## src/rtl/uart_pkg.sv

```systemverilog
// Shared types for the monitor-control UART receive path.
// Deframer state encoding and the FIFO entry layout.
package uart_pkg;

   localparam int DATA_BITS = 8;

   typedef enum logic [2:0] {
      IDLE,
      START,
      DATA,
      PARITY,
      STOP,
      WAIT_HIGH
   } rx_state_t;

   typedef struct packed {
      logic                 frame_err;
      logic                 parity_err;
      logic [DATA_BITS-1:0] data;
   } rx_entry_t;

endpackage

```

## src/rtl/uart_rx_fifo.sv

```systemverilog
// Synchronous FIFO of received entries with registered pointers.
// Full-and-pop accepts the push; empty-and-pop is ignored.
module uart_rx_fifo
   import uart_pkg::*;
#(
   parameter int DEPTH = 8
) (
   input  logic                     clk,
   input  logic                     reset,
   input  logic                     push,
   input  rx_entry_t                wr_entry,
   input  logic                     pop,
   output rx_entry_t                rd_entry,
   output logic [$clog2(DEPTH):0]   count,
   output logic                     full,
   output logic                     empty,
   output logic                     push_ok,
   output logic                     pop_ok
);

   localparam int AW = $clog2(DEPTH);
   localparam int CW = AW + 1;

   rx_entry_t        mem [DEPTH];
   logic [AW-1:0]    wr_ptr;
   logic [AW-1:0]    rd_ptr;

   assign full     = (count == CW'(DEPTH));
   assign empty    = (count == '0);
   assign pop_ok   = pop & ~empty;
   assign push_ok  = push & (~full | pop_ok);
   assign rd_entry = mem[rd_ptr];

   always_ff @(posedge clk) begin
      if (!reset) begin
         wr_ptr <= '0;
         rd_ptr <= '0;
         count  <= '0;
         for (int i = 0; i < DEPTH; i++)
            mem[i] <= '0;
      end else begin
         if (push_ok) begin
            mem[wr_ptr] <= wr_entry;
            wr_ptr      <= wr_ptr + AW'(1);
         end
         if (pop_ok)
            rd_ptr <= rd_ptr + AW'(1);
         count <= count + CW'(push_ok) - CW'(pop_ok);
      end
   end

endmodule

```

## src/rtl/uart_rx.sv

```systemverilog
// 8E1 UART receiver with 16x oversampling, entry FIFO,
// sticky overrun and RTS flow control toward the host.
module uart_rx
   import uart_pkg::*;
#(
   parameter int OVERSAMPLE = 16,
   parameter int FIFO_DEPTH = 8,
   parameter int RTS_MARGIN = 2
) (
   input  logic       clk,
   input  logic       reset,
   input  logic       baud_tick,
   input  logic       uart_rxd,
   output logic       uart_rts,
   output logic [7:0] rx_data,
   output logic       rx_parity_err,
   output logic       rx_frame_err,
   output logic       rx_valid,
   input  logic       rx_ready,
   output logic       rx_overrun,
   input  logic       ovr_clr,
   output logic       busy
);

   localparam int CNT_W = $clog2(OVERSAMPLE);
   localparam int BIT_W = $clog2(DATA_BITS);
   localparam int CW    = $clog2(FIFO_DEPTH) + 1;

   localparam logic [CNT_W-1:0] HALF = CNT_W'(OVERSAMPLE / 2 - 1);
   localparam logic [CNT_W-1:0] LAST = CNT_W'(OVERSAMPLE - 1);
   localparam logic [CW-1:0]    RTS_LVL = CW'(FIFO_DEPTH - RTS_MARGIN);

   logic [1:0]           sync_q;
   logic                 rxd_s;

   rx_state_t            state_q, state_d;
   logic [CNT_W-1:0]     cnt_q, cnt_d;
   logic [BIT_W-1:0]     bit_q, bit_d;
   logic [DATA_BITS-1:0] data_q, data_d;
   logic                 perr_q, perr_d;
   logic                 push;

   rx_entry_t            wr_entry;
   rx_entry_t            rd_entry;
   logic [CW-1:0]        count;
   logic [CW-1:0]        count_nxt;
   logic                 full;
   logic                 empty;
   logic                 push_ok;
   logic                 pop_ok;
   logic                 drop;

   always_ff @(posedge clk) begin
      if (!reset)
         sync_q <= 2'b11;
      else
         sync_q <= {sync_q[0], uart_rxd};
   end

   assign rxd_s = sync_q[1];

   always_ff @(posedge clk) begin
      if (!reset) begin
         state_q <= IDLE;
         cnt_q   <= '0;
         bit_q   <= '0;
         data_q  <= '0;
         perr_q  <= 1'b0;
      end else begin
         state_q <= state_d;
         cnt_q   <= cnt_d;
         bit_q   <= bit_d;
         data_q  <= data_d;
         perr_q  <= perr_d;
      end
   end

   always_comb begin
      state_d = state_q;
      cnt_d   = cnt_q;
      bit_d   = bit_q;
      data_d  = data_q;
      perr_d  = perr_q;
      push    = 1'b0;
      if (baud_tick) begin
         unique case (state_q)
            IDLE: begin
               if (!rxd_s) begin
                  state_d = START;
                  cnt_d   = '0;
               end
            end
            START: begin
               // Qualify the start bit at its midpoint
               if (cnt_q == HALF) begin
                  cnt_d = '0;
                  bit_d = '0;
                  state_d = rxd_s ? IDLE : DATA;
               end else begin
                  cnt_d = cnt_q + CNT_W'(1);
               end
            end
            DATA: begin
               if (cnt_q == LAST) begin
                  cnt_d  = '0;
                  data_d = {rxd_s, data_q[DATA_BITS-1:1]};
                  bit_d  = bit_q + BIT_W'(1);
                  if (bit_q == BIT_W'(DATA_BITS - 1))
                     state_d = PARITY;
               end else begin
                  cnt_d = cnt_q + CNT_W'(1);
               end
            end
            PARITY: begin
               if (cnt_q == LAST) begin
                  cnt_d   = '0;
                  perr_d  = ^{data_q, rxd_s};
                  state_d = STOP;
               end else begin
                  cnt_d = cnt_q + CNT_W'(1);
               end
            end
            STOP: begin
               if (cnt_q == LAST) begin
                  cnt_d   = '0;
                  push    = 1'b1;
                  state_d = rxd_s ? IDLE : WAIT_HIGH;
               end else begin
                  cnt_d = cnt_q + CNT_W'(1);
               end
            end
            WAIT_HIGH: begin
               if (rxd_s)
                  state_d = IDLE;
            end
            default: state_d = IDLE;
         endcase
      end
   end

   assign wr_entry = '{frame_err:  ~rxd_s,
                       parity_err: perr_q,
                       data:       data_q};

   uart_rx_fifo #(
      .DEPTH (FIFO_DEPTH)
   ) u_fifo (
      .clk      (clk),
      .reset    (reset),
      .push     (push),
      .wr_entry (wr_entry),
      .pop      (rx_valid & rx_ready),
      .rd_entry (rd_entry),
      .count    (count),
      .full     (full),
      .empty    (empty),
      .push_ok  (push_ok),
      .pop_ok   (pop_ok)
   );

   assign drop      = push & full & ~pop_ok;
   assign count_nxt = count + CW'(push_ok) - CW'(pop_ok);

   always_ff @(posedge clk) begin
      if (!reset) begin
         rx_overrun <= 1'b0;
         uart_rts   <= 1'b1;
      end else begin
         if (drop)
            rx_overrun <= 1'b1;
         else if (ovr_clr)
            rx_overrun <= 1'b0;
         uart_rts <= (count_nxt >= RTS_LVL);
      end
   end

   assign rx_valid      = ~empty;
   assign rx_data       = rd_entry.data;
   assign rx_parity_err = rd_entry.parity_err;
   assign rx_frame_err  = rd_entry.frame_err;
   assign busy          = (state_q != IDLE);

endmodule

```

## config.mk

```make
export PLATFORM = sky130hd
export DESIGN_NAME = uart_rx
export DESIGN_NICKNAME = d
export VERILOG_FILES = /design/src/rtl/uart_pkg.sv /design/src/rtl/uart_rx_fifo.sv /design/src/rtl/uart_rx.sv
export SDC_FILE = /design/constraint.sdc
export NUM_CORES = 1
export LEC_CHECK = 0
export CAP_MARGIN = 30
export CORE_AREA = 4 4 111 113
export CTS_CLUSTER_DIAMETER = 30
export CTS_CLUSTER_SIZE = 24
export DETAILED_ROUTE_END_ITERATION = 8
export DIE_AREA = 0 0 115 117
export PLACE_DENSITY = 0.66
export SYNTH_ARGS = -nofsm -noshare
export SYNTH_HDL_FRONTEND = slang
export SYNTH_SLANG_ARGS = --single-unit
```

## constraint.sdc

```tcl
create_clock -name clk -period 3.35 [get_ports clk]
set_input_delay 0.67 -clock clk [delete_from_list [all_inputs] [get_ports clk]]
set_output_delay 0.67 -clock clk [all_outputs]
set_load 0.03 [all_outputs]
```

==> results of run 1 <==
[layout by cell type (no fill, tap or decap), types with 4 or more instances in the layout]
cell type and instances:
edfxtp_1 80, and2_1 74, dfxtp_1 36, nand2_1 25, mux4_2 20, a21oi_1 19, clkdlybuf4s50_1 19, clkbuf_16 17
buf_4 15, nand2b_1 14, nor2_1 13, inv_1 12, nor2b_1 11, ha_1 11, mux2_2 10, nand3_1 9
nand4_1 7, nor4_1 6, xor2_1 6, and4_1 5, xnor2_1 5, bufinv_16 5, o21ai_0 4
[logic make-up after synthesis]
family          synth area share, %
simple gates                   19.5
flops                          56.2
buf+inv                        3.38
compound gates                 5.20
mux                            10.3
xor+xnor                       2.55
fa+ha+maj                      2.84
[where the power goes]
group	total, mW	internal (mW)	switching (mW)
clock network	1.99	1.33	0.657
logic	1.02	0.499	0.516
registers	1.69	1.63	0.0581
total	4.69	3.46	1.23
[routing by layer]
layer,vias up,global-route usage (%)
met4,0,5.63
met3,4,4.11
met2,49,31.7
met1,1587,22.6
li1,1658,-
met5,-,0
[per-stage QoR]
stage          util (%)  cells  instance area, um2  setup slack (ns)
2_1_floorplan         -    444                5550             0.770
3_3_place_gp       52.3    589                5920             0.431
3_5_place_dp       52.3    589                5920             0.372
4_1_cts            58.0    621                6570             0.210
5_1_grt            58.0    621                6570             0.161
6_report           58.0    621                6570             0.260
[worst paths after layout]
path / from / end / slack [ns] / cells after the start
setup / recovery: flip-flop / rx_data[7] / 0.26 / 4
hold reg to reg: sync_q[0] / sync_q[1] / 0.41 / 1
hold / removal: sync_q[0] / sync_q[1] / 0.41 / 1
setup reg to reg: u_fifo.count[2] / uart_rts / 0.71 / 13
[area by class of cell]
| cell class | count | area [um2] |
|---|---|---|
| Clock buffer | 18 | 429 |
| Sequential cell | 116 | 3120 |
| Multi-Input combinational cell | 282 | 2240 |
| Clock inverter | 14 | 225 |
| Timing Repair Buffer | 35 | 323 |
| Tap cell | 143 | 179 |
| Fill cell | 939 | 4750 |
| Inverter | 13 | 48.8 |
[sequential cells by signal (all words and copies together) (netlist names), 3 cells and up, named ones only]
register / flops
u_fifo.wr_ptr: 3
u_fifo.rd_ptr: 3
cnt_q: 4
data_q: 8
bit_q: 3
u_fifo.count: 4
u_fifo.mem: 80
state_q: 3
==> qor.yml, run 1 <==
die_h_um: 117
numCtsBuffers: 17
nNetsFinal: 483
track_usage_pct: 18.2
hold_violations: 0
routed-wl-met3_um: 345
p_leak_nw: 2.33
drc: 0
wl_met1_um: 5030
synth_edf_count: 80
fin_setup_tns_ns: 0
dp.final_hpwl_um: 7300
route.met2.wl_um: 5720
post_drt_via_cell_ratio: 5.31
skew_ns: 0.0151
crit_arrival_ns: 2.42
cts_tree: "done"
vias: 3298
syn-mean-instance-area_um2: 12.5
dr.max_layer_used: "met4"
end_kind: "output pin"
post-cts-setup-buffers: 0
synth_cell_type_count: 57
crit_buf_inv: 2
period_share_pct: 92.2
core.rowCount: 39
start_util_pct: 49.1
ys_warn_count: 0
syn_area_um2: 5550
root_buffer: "clkbuf_16"
num_io_pins: 20
slowest_stage: "clkdlybuf4s50_1"
htreeDepth: 4
power_density_nw_per_um2: 713
clock_latency_ns: 0.40
max_clock_freq_ghz: 0.324
clockBufferDepth: 2
grt_pass1_vias: 3399
ys_seq_elements: 116
finalSetupViolations: 0
whs_ns: 0.405
portBuffers: 19
synthCells: 444
place_congestion: 0.794
synth_top_cell_by_area: "edfxtp_1"
hp-class: "flip-flop to flip-flop"
antenna_found_initial: 0
core_area_um2: 11300
asyncSetResetFlopFracSynth_pct: 0
peakVddDrop_v: 0.000426
total_power_mw: 4.69
startpoint_type: "flip-flop"
area_growth_syn_to_layout_pct: 18.3
synth_commonest_cells: "edfxtp_1, and2_1, dfxtp_1"
drtAntennaViolNets: 0
grt_overflow: 0
cp_top_family: "multiplexers"
post_cts_resized: 0
wl_per_cell_um: 18.0
synth_most_common_cell: "edfxtp_1"
synthesis.nets: 462
tightestPinTransition_ns: 0.669
drt_iter0_drc: 170
synth_seq_area_share_pct: 56.2
synth_flop_cell: "edfxtp_1"
first_pass_iters: 4
wl_um: 11200
drv_slew: 0
crit_type: "flip-flop to output pin"
crit_path_cell_trace: "buf_12 > mux4_2 > mux2_2 > clkdlybuf4s50_1"
required_ns: 2.68
outcome: "complete, no violations"
period_needed_ns: 3.09
drv_cap: 0
grt_pass1_wl_um: 18200
path_max_fanout: 20
synth_top_area_share_pct: 43.3
cpPeakStageDelay_ns: 0.61
relSlewSlack_pct: 55.3
cts.hold.buffers_added: 0
cts_sinks: 116
grt_start_max_net_pins: 26
netlist_top_cells_area: "edfxtp_1, dfxtp_1, and2_1"
diodes: 0
drive_above_1_share_pct: 18.0
clk_pin_slew_worst_paths_ns: 0.05
dieArea_um2: 13500
dieWidth_um: 115
rsz0062_at_grt: "no"
Note: power is estimated with default switching activity, not from simulation.
==> run 2, diff against run 1 <==
Settings changed: CAP_MARGIN 30 to unset, RECOVER_POWER set to 25.
==> run 2 against run 1 <==
Count of clock-buffer cells in the layout is the same. Sequential power is essentially flat. First-iteration DRC count grew 7.6%. Non-clock buffer count is the same. Final cell count is the same. Critical path depth is the same. Sequential share of layout area grew 0.14 points. Clock power is essentially flat. Register-to-register slack lost 0.04 ns. Combinational power is essentially flat. Die area is the same. Largest cell class unchanged.
==> qor.yml, run 2 (synthesized netlist as in run 1, its figures left out) <==
outcome: "complete, no violations"  # unchanged
num_io_pins: 20  # unchanged
post-cts-setup-buffers: 0  # unchanged
finalSetupViolations: 0  # unchanged
grt_pass1_wl_um: 18200  # unchanged
drive_above_1_share_pct: 16.7  # was 18.0%
period_needed_ns: 3.09  # about the same
final_util_pct: 57.9  # was 58.0%
crit_arrival_ns: 2.42  # about the same
wl_um: 11200  # about the same
dp.final_hpwl_um: 7300  # unchanged
grt_start_max_net_pins: 26  # unchanged
dieWidth_um: 115  # unchanged
clk_pin_slew_worst_paths_ns: 0.05  # about the same
core.rowCount: 39  # unchanged
hp-start: "sync_q[0]"  # unchanged
post_cts_resized: 0  # unchanged
clock_latency_ns: 0.40  # about the same
final_common_cell: "edfxtp_1"  # unchanged
grt_pass1_vias: 3399  # unchanged
fin_setup_tns_ns: 0  # unchanged
critPathCapture: "rx_data[7]"  # unchanged
drt_iter0_drc: 183  # was 170
first_pass_iters: 5  # was 4
intPower_mw: 3.46  # about the same
drc: 0  # unchanged
track_usage_pct: 18.2  # unchanged
regMostFlops: "u_fifo.mem"  # unchanged
regToRegEndpoint: "uart_rts"  # unchanged
layout_common_cells: "edfxtp_1, and2_1, dfxtp_1"  # unchanged
drtAntennaViolNets: 0  # unchanged
cts_tree: "done"  # unchanged
root_buffer: "clkbuf_16"  # unchanged
relSlewSlack_pct: 31.1  # was 55.3%
dieArea_um2: 13500  # unchanged
comb_power_share_pct: 21.6  # was 21.7%
nNetsFinal: 483  # unchanged
core_area_um2: 11300  # unchanged
clockBufferDepth: 2  # unchanged
largest_register_ff_count: 80  # unchanged
area_growth_syn_to_layout_pct: 18.0  # was 18.3%
hold_violations: 0  # unchanged
portBuffers: 19  # unchanged
htreeDepth: 4  # unchanged
p_leak_nw: 2.30  # was 2.33 nW
diodes: 0  # unchanged
switching_power_mw: 1.23  # about the same
rrSetupSlack_ns: 0.67  # was 0.71 ns
drv_cap: 0  # unchanged
crit_type: "flip-flop to output pin"  # unchanged
stdcell_count: 621  # unchanged
tightestPinTransition_ns: 1.03  # was 0.669 ns
die_h_um: 117  # unchanged
start_util_pct: 49.1  # unchanged
required_ns: 2.68  # about the same
startpoint_type: "flip-flop"  # unchanged
max_clock_freq_ghz: 0.323  # was 0.324 GHz
numCtsBuffers: 17  # unchanged
r2r_start: "u_fifo.count[2]"  # unchanged
grt_overflow: 0  # unchanged
r2r_cells: 13  # unchanged
path_max_fanout: 20  # unchanged
peakVddDrop_v: 0.000426  # about the same
cts.hold.buffers_added: 0  # unchanged
period_share_pct: 92.3  # was 92.2%
total_power_mw: 4.69  # about the same
pwr-share-clk_pct: 42.4  # about the same
reg.largest.list: "u_fifo.mem x80, data_q x8"  # unchanged
power_density_nw_per_um2: 715  # was 713 nW/um2
drv_slew: 0  # unchanged
place_congestion: 0.794  # unchanged
dpl.cell_count: 589  # unchanged
swShare_pct: 26.3  # was 26.2%
seqPwrFrac_pct: 36.0  # about the same
antenna_found_initial: 0  # unchanged
post_drt_via_cell_ratio: 5.35  # was 5.31
cts_sinks: 116  # unchanged
hp-class: "flip-flop to flip-flop"  # unchanged
vias: 3324  # was 3298
end_kind: "output pin"  # unchanged
wl_per_cell_um: 18.0  # about the same
skew_ns: 0.0152  # was 0.0151 ns
rsz0062_at_grt: "no"  # unchanged
[run 2: final cells by class]
type,count,area [um2]
Clock buffer,18,429
Clock inverter,14,225
Fill cell,948,4770
Inverter,13,48.8
Multi-Input combinational cell,282,2240
Sequential cell,116,3120
Tap cell,143,179
Timing Repair Buffer,35,304
[run 2: how the worst min path moves through the flow]
stage	end	depth (start not counted)	slack (ns)
6_report	sync_q[1]	1	0.41
5_1_grt	sync_q[1]	1	0.42
4_1_cts	sync_q[1]	1	0.41
3_5_place_dp	sync_q[1]	1	0.40
3_3_place_gp	sync_q[1]	1	0.39
2_1_floorplan	sync_q[1]	1	0.39
[run 2: worst max-delay path: stages (launching register included)]
cell	delay, ns
dfxtp_1	0.35
buf_12	0.21
mux4_2	0.53
mux2_2	0.31
clkdlybuf4s50_1	0.61
[run 2: stage by stage]
stage | hold WS, ns | cell area, um2 | setup WS [ns]
floorplan | 0.386 | 5550 | 0.770
global placement | 0.393 | 5920 | 0.431
detailed placement | 0.398 | 5920 | 0.372
CTS | 0.411 | 6570 | 0.210
global route | 0.422 | 6550 | 0.161
finish | 0.405 | 6550 | 0.257
[run 2: routing by layer]
metal	GRT usage, %	wire [um]	part of all wire [%]	vias up
met3	4.11	412	3.7	4
met1	22.6	4970	44	1600
met2	31.7	5730	51	64
met5	0	0	0	-
li1	-	-	-	1656
met4	5.63	57	0.51	0
[run 2: power groups by stage]
stage,clock network (mW),registers (mW),logic (mW)
after floorplan,0,1.70,0.734
after global placement,0,1.71,1.03
after detailed placement,0,1.72,1.04
after CTS,2.02,1.69,1.04
after global routing,2.09,1.70,1.11
final,1.99,1.69,1.01
==> run 3, diff against run 2 <==
Settings changed: SETUP_SLACK_MARGIN set to 0.2.
==> run 3 against run 2 <==
Utilization grew 0.15 points. Maximum frequency grew 1.1%. Final cell count did not move. Clock power about the same. Total power down 0.17%. Worst setup slack improved by 0.033 ns. Wire length rose by 0.13%. Critical endpoint is now rx_data[6].
==> qor.yml, run 3 (synthesized netlist as in run 1, its figures left out) <==
outcome: "complete, no violations"  # unchanged
dpl.cell_count: 589  # unchanged
dieWidth_um: 115  # unchanged
die_h_um: 117  # unchanged
nNetsFinal: 483  # unchanged
crit_path_cell_trace: "buf_12 > mux4_2 > mux2_2 > clkdlybuf4s50_1"  # unchanged
crit_type: "flip-flop to output pin"  # unchanged
fin_setup_tns_ns: 0  # unchanged
end_kind: "output pin"  # unchanged
fin_area_um2: 6570  # was 6550 um2
final_common_cell: "edfxtp_1"  # unchanged
htreeDepth: 4  # unchanged
clock_latency_ns: 0.40  # about the same
wl_um: 11200  # about the same
drtAntennaViolNets: 0  # unchanged
peakVddDrop_v: 0.000422  # was 0.000426 V
drc: 0  # unchanged
drv_cap: 0  # unchanged
cpPeakStageDelay_ns: 0.59  # was 0.61 ns
drive_above_1_share_pct: 16.7  # unchanged
hold_violations: 0  # unchanged
root_buffer: "clkbuf_16"  # unchanged
grt_start_max_net_pins: 26  # unchanged
layout_common_cells: "edfxtp_1, and2_1, dfxtp_1"  # unchanged
portBuffers: 19  # unchanged
first_pass_iters: 4  # was 5
area_growth_syn_to_layout_pct: 18.3  # was 18.0%
cts_tree: "done"  # unchanged
path_max_fanout: 20  # unchanged
skew_ns: 0.0112  # was 0.0152 ns
dp.final_hpwl_um: 7300  # unchanged
wl_per_cell_um: 18.0  # about the same
slowest_stage: "clkdlybuf4s50_1"  # unchanged
regMostFlops: "u_fifo.mem"  # unchanged
placed_cell_area_um2: 5920  # unchanged
grt_overflow: 0  # unchanged
cp_top_family: "multiplexers"  # unchanged
tightestPinTransition_ns: 1.01  # was 1.03 ns
total_power_mw: 4.68  # was 4.69 mW
vias: 3308  # was 3324
start_util_pct: 49.1  # unchanged
core_area_um2: 11300  # unchanged
relSlewSlack_pct: 32.7  # was 31.1%
startpoint_type: "flip-flop"  # unchanged
finalSetupViolations: 0  # unchanged
post_drt_via_cell_ratio: 5.33  # was 5.35
diodes: 0  # unchanged
whs_ns: 0.405  # about the same
place_congestion: 0.794  # unchanged
crit_arrival_ns: 2.39  # was 2.42 ns
p_leak_nw: 2.37  # was 2.30 nW
hp-class: "flip-flop to flip-flop"  # unchanged
num_io_pins: 20  # unchanged
cts_sinks: 116  # unchanged
largest_register_ff_count: 80  # unchanged
rsz0062_at_grt: "no"  # unchanged
clk_pin_slew_worst_paths_ns: 0.05  # about the same
period_needed_ns: 3.06  # was 3.09 ns
max_clock_freq_ghz: 0.327  # was 0.323 GHz
drv_slew: 0  # unchanged
drt_iter0_drc: 145  # was 183
grt_pass1_wl_um: 18200  # unchanged
cts.hold.buffers_added: 0  # unchanged
core.rowCount: 39  # unchanged
reg.largest.list: "u_fifo.mem x80, data_q x8"  # unchanged
required_ns: 2.68  # about the same
track_usage_pct: 18.2  # unchanged
power_density_nw_per_um2: 712  # was 715 nW/um2
dieArea_um2: 13500  # unchanged
grt_pass1_vias: 3399  # unchanged
numCtsBuffers: 17  # unchanged
antenna_found_initial: 0  # unchanged
stdcell_count: 621  # unchanged
clockBufferDepth: 2  # unchanged
period_share_pct: 91.3  # was 92.3%
crit_buf_inv: 2  # unchanged
## run 3: where the power goes
part,internal [mW],switching (mW),total [mW]
logic,0.491,0.515,1.01
clock network,1.33,0.655,1.99
registers,1.63,0.0580,1.69
total,3.45,1.23,4.68
## run 3: metal layers
layer	wire length (um)	track usage, %
met2	5700	31.7
met4	61	5.63
met1	5020	22.6
met3	408	4.11
met5	0	0
## run 3: area by class of cell
cell class	instances	area, um2
clock buffers	18	429
repair buffers	35	322
clock inverters	14	225
multi-input cells	282	2240
inverters	13	48.8
well taps	143	179
fillers	945	4750
flip-flops and latches	116	3120
## run 3: final timing paths
| check | startpoint | endpoint | slack (ns) | cells after the start |
|---|---|---|---|---|
| worst max-delay path | flip-flop | rx_data[6] | 0.29 | 4 |
| worst min-delay path | sync_q[0] | sync_q[1] | 0.41 | 1 |
| worst max register to register | u_fifo.count[2] | uart_rts | 0.67 | 13 |
| worst min register to register | sync_q[0] | sync_q[1] | 0.41 | 1 |
## run 3: per-stage QoR
| step | setup slack [ns] | utilization, % |
|---|---|---|
| floorplan | 0.770 | - |
| global placement | 0.431 | 52.3 |
| detailed placement | 0.372 | 52.3 |
| CTS | 0.210 | 58.0 |
| global route | 0.191 | 58.0 |
| finish | 0.291 | 58.0 |
## run 3: timing repair
| action | CTS | global route |
|---|---|---|
| resized for setup | 0 | 7 |
| setup endpoints to repair | 0 | 7 |
| setup buffers | 0 | 0 |
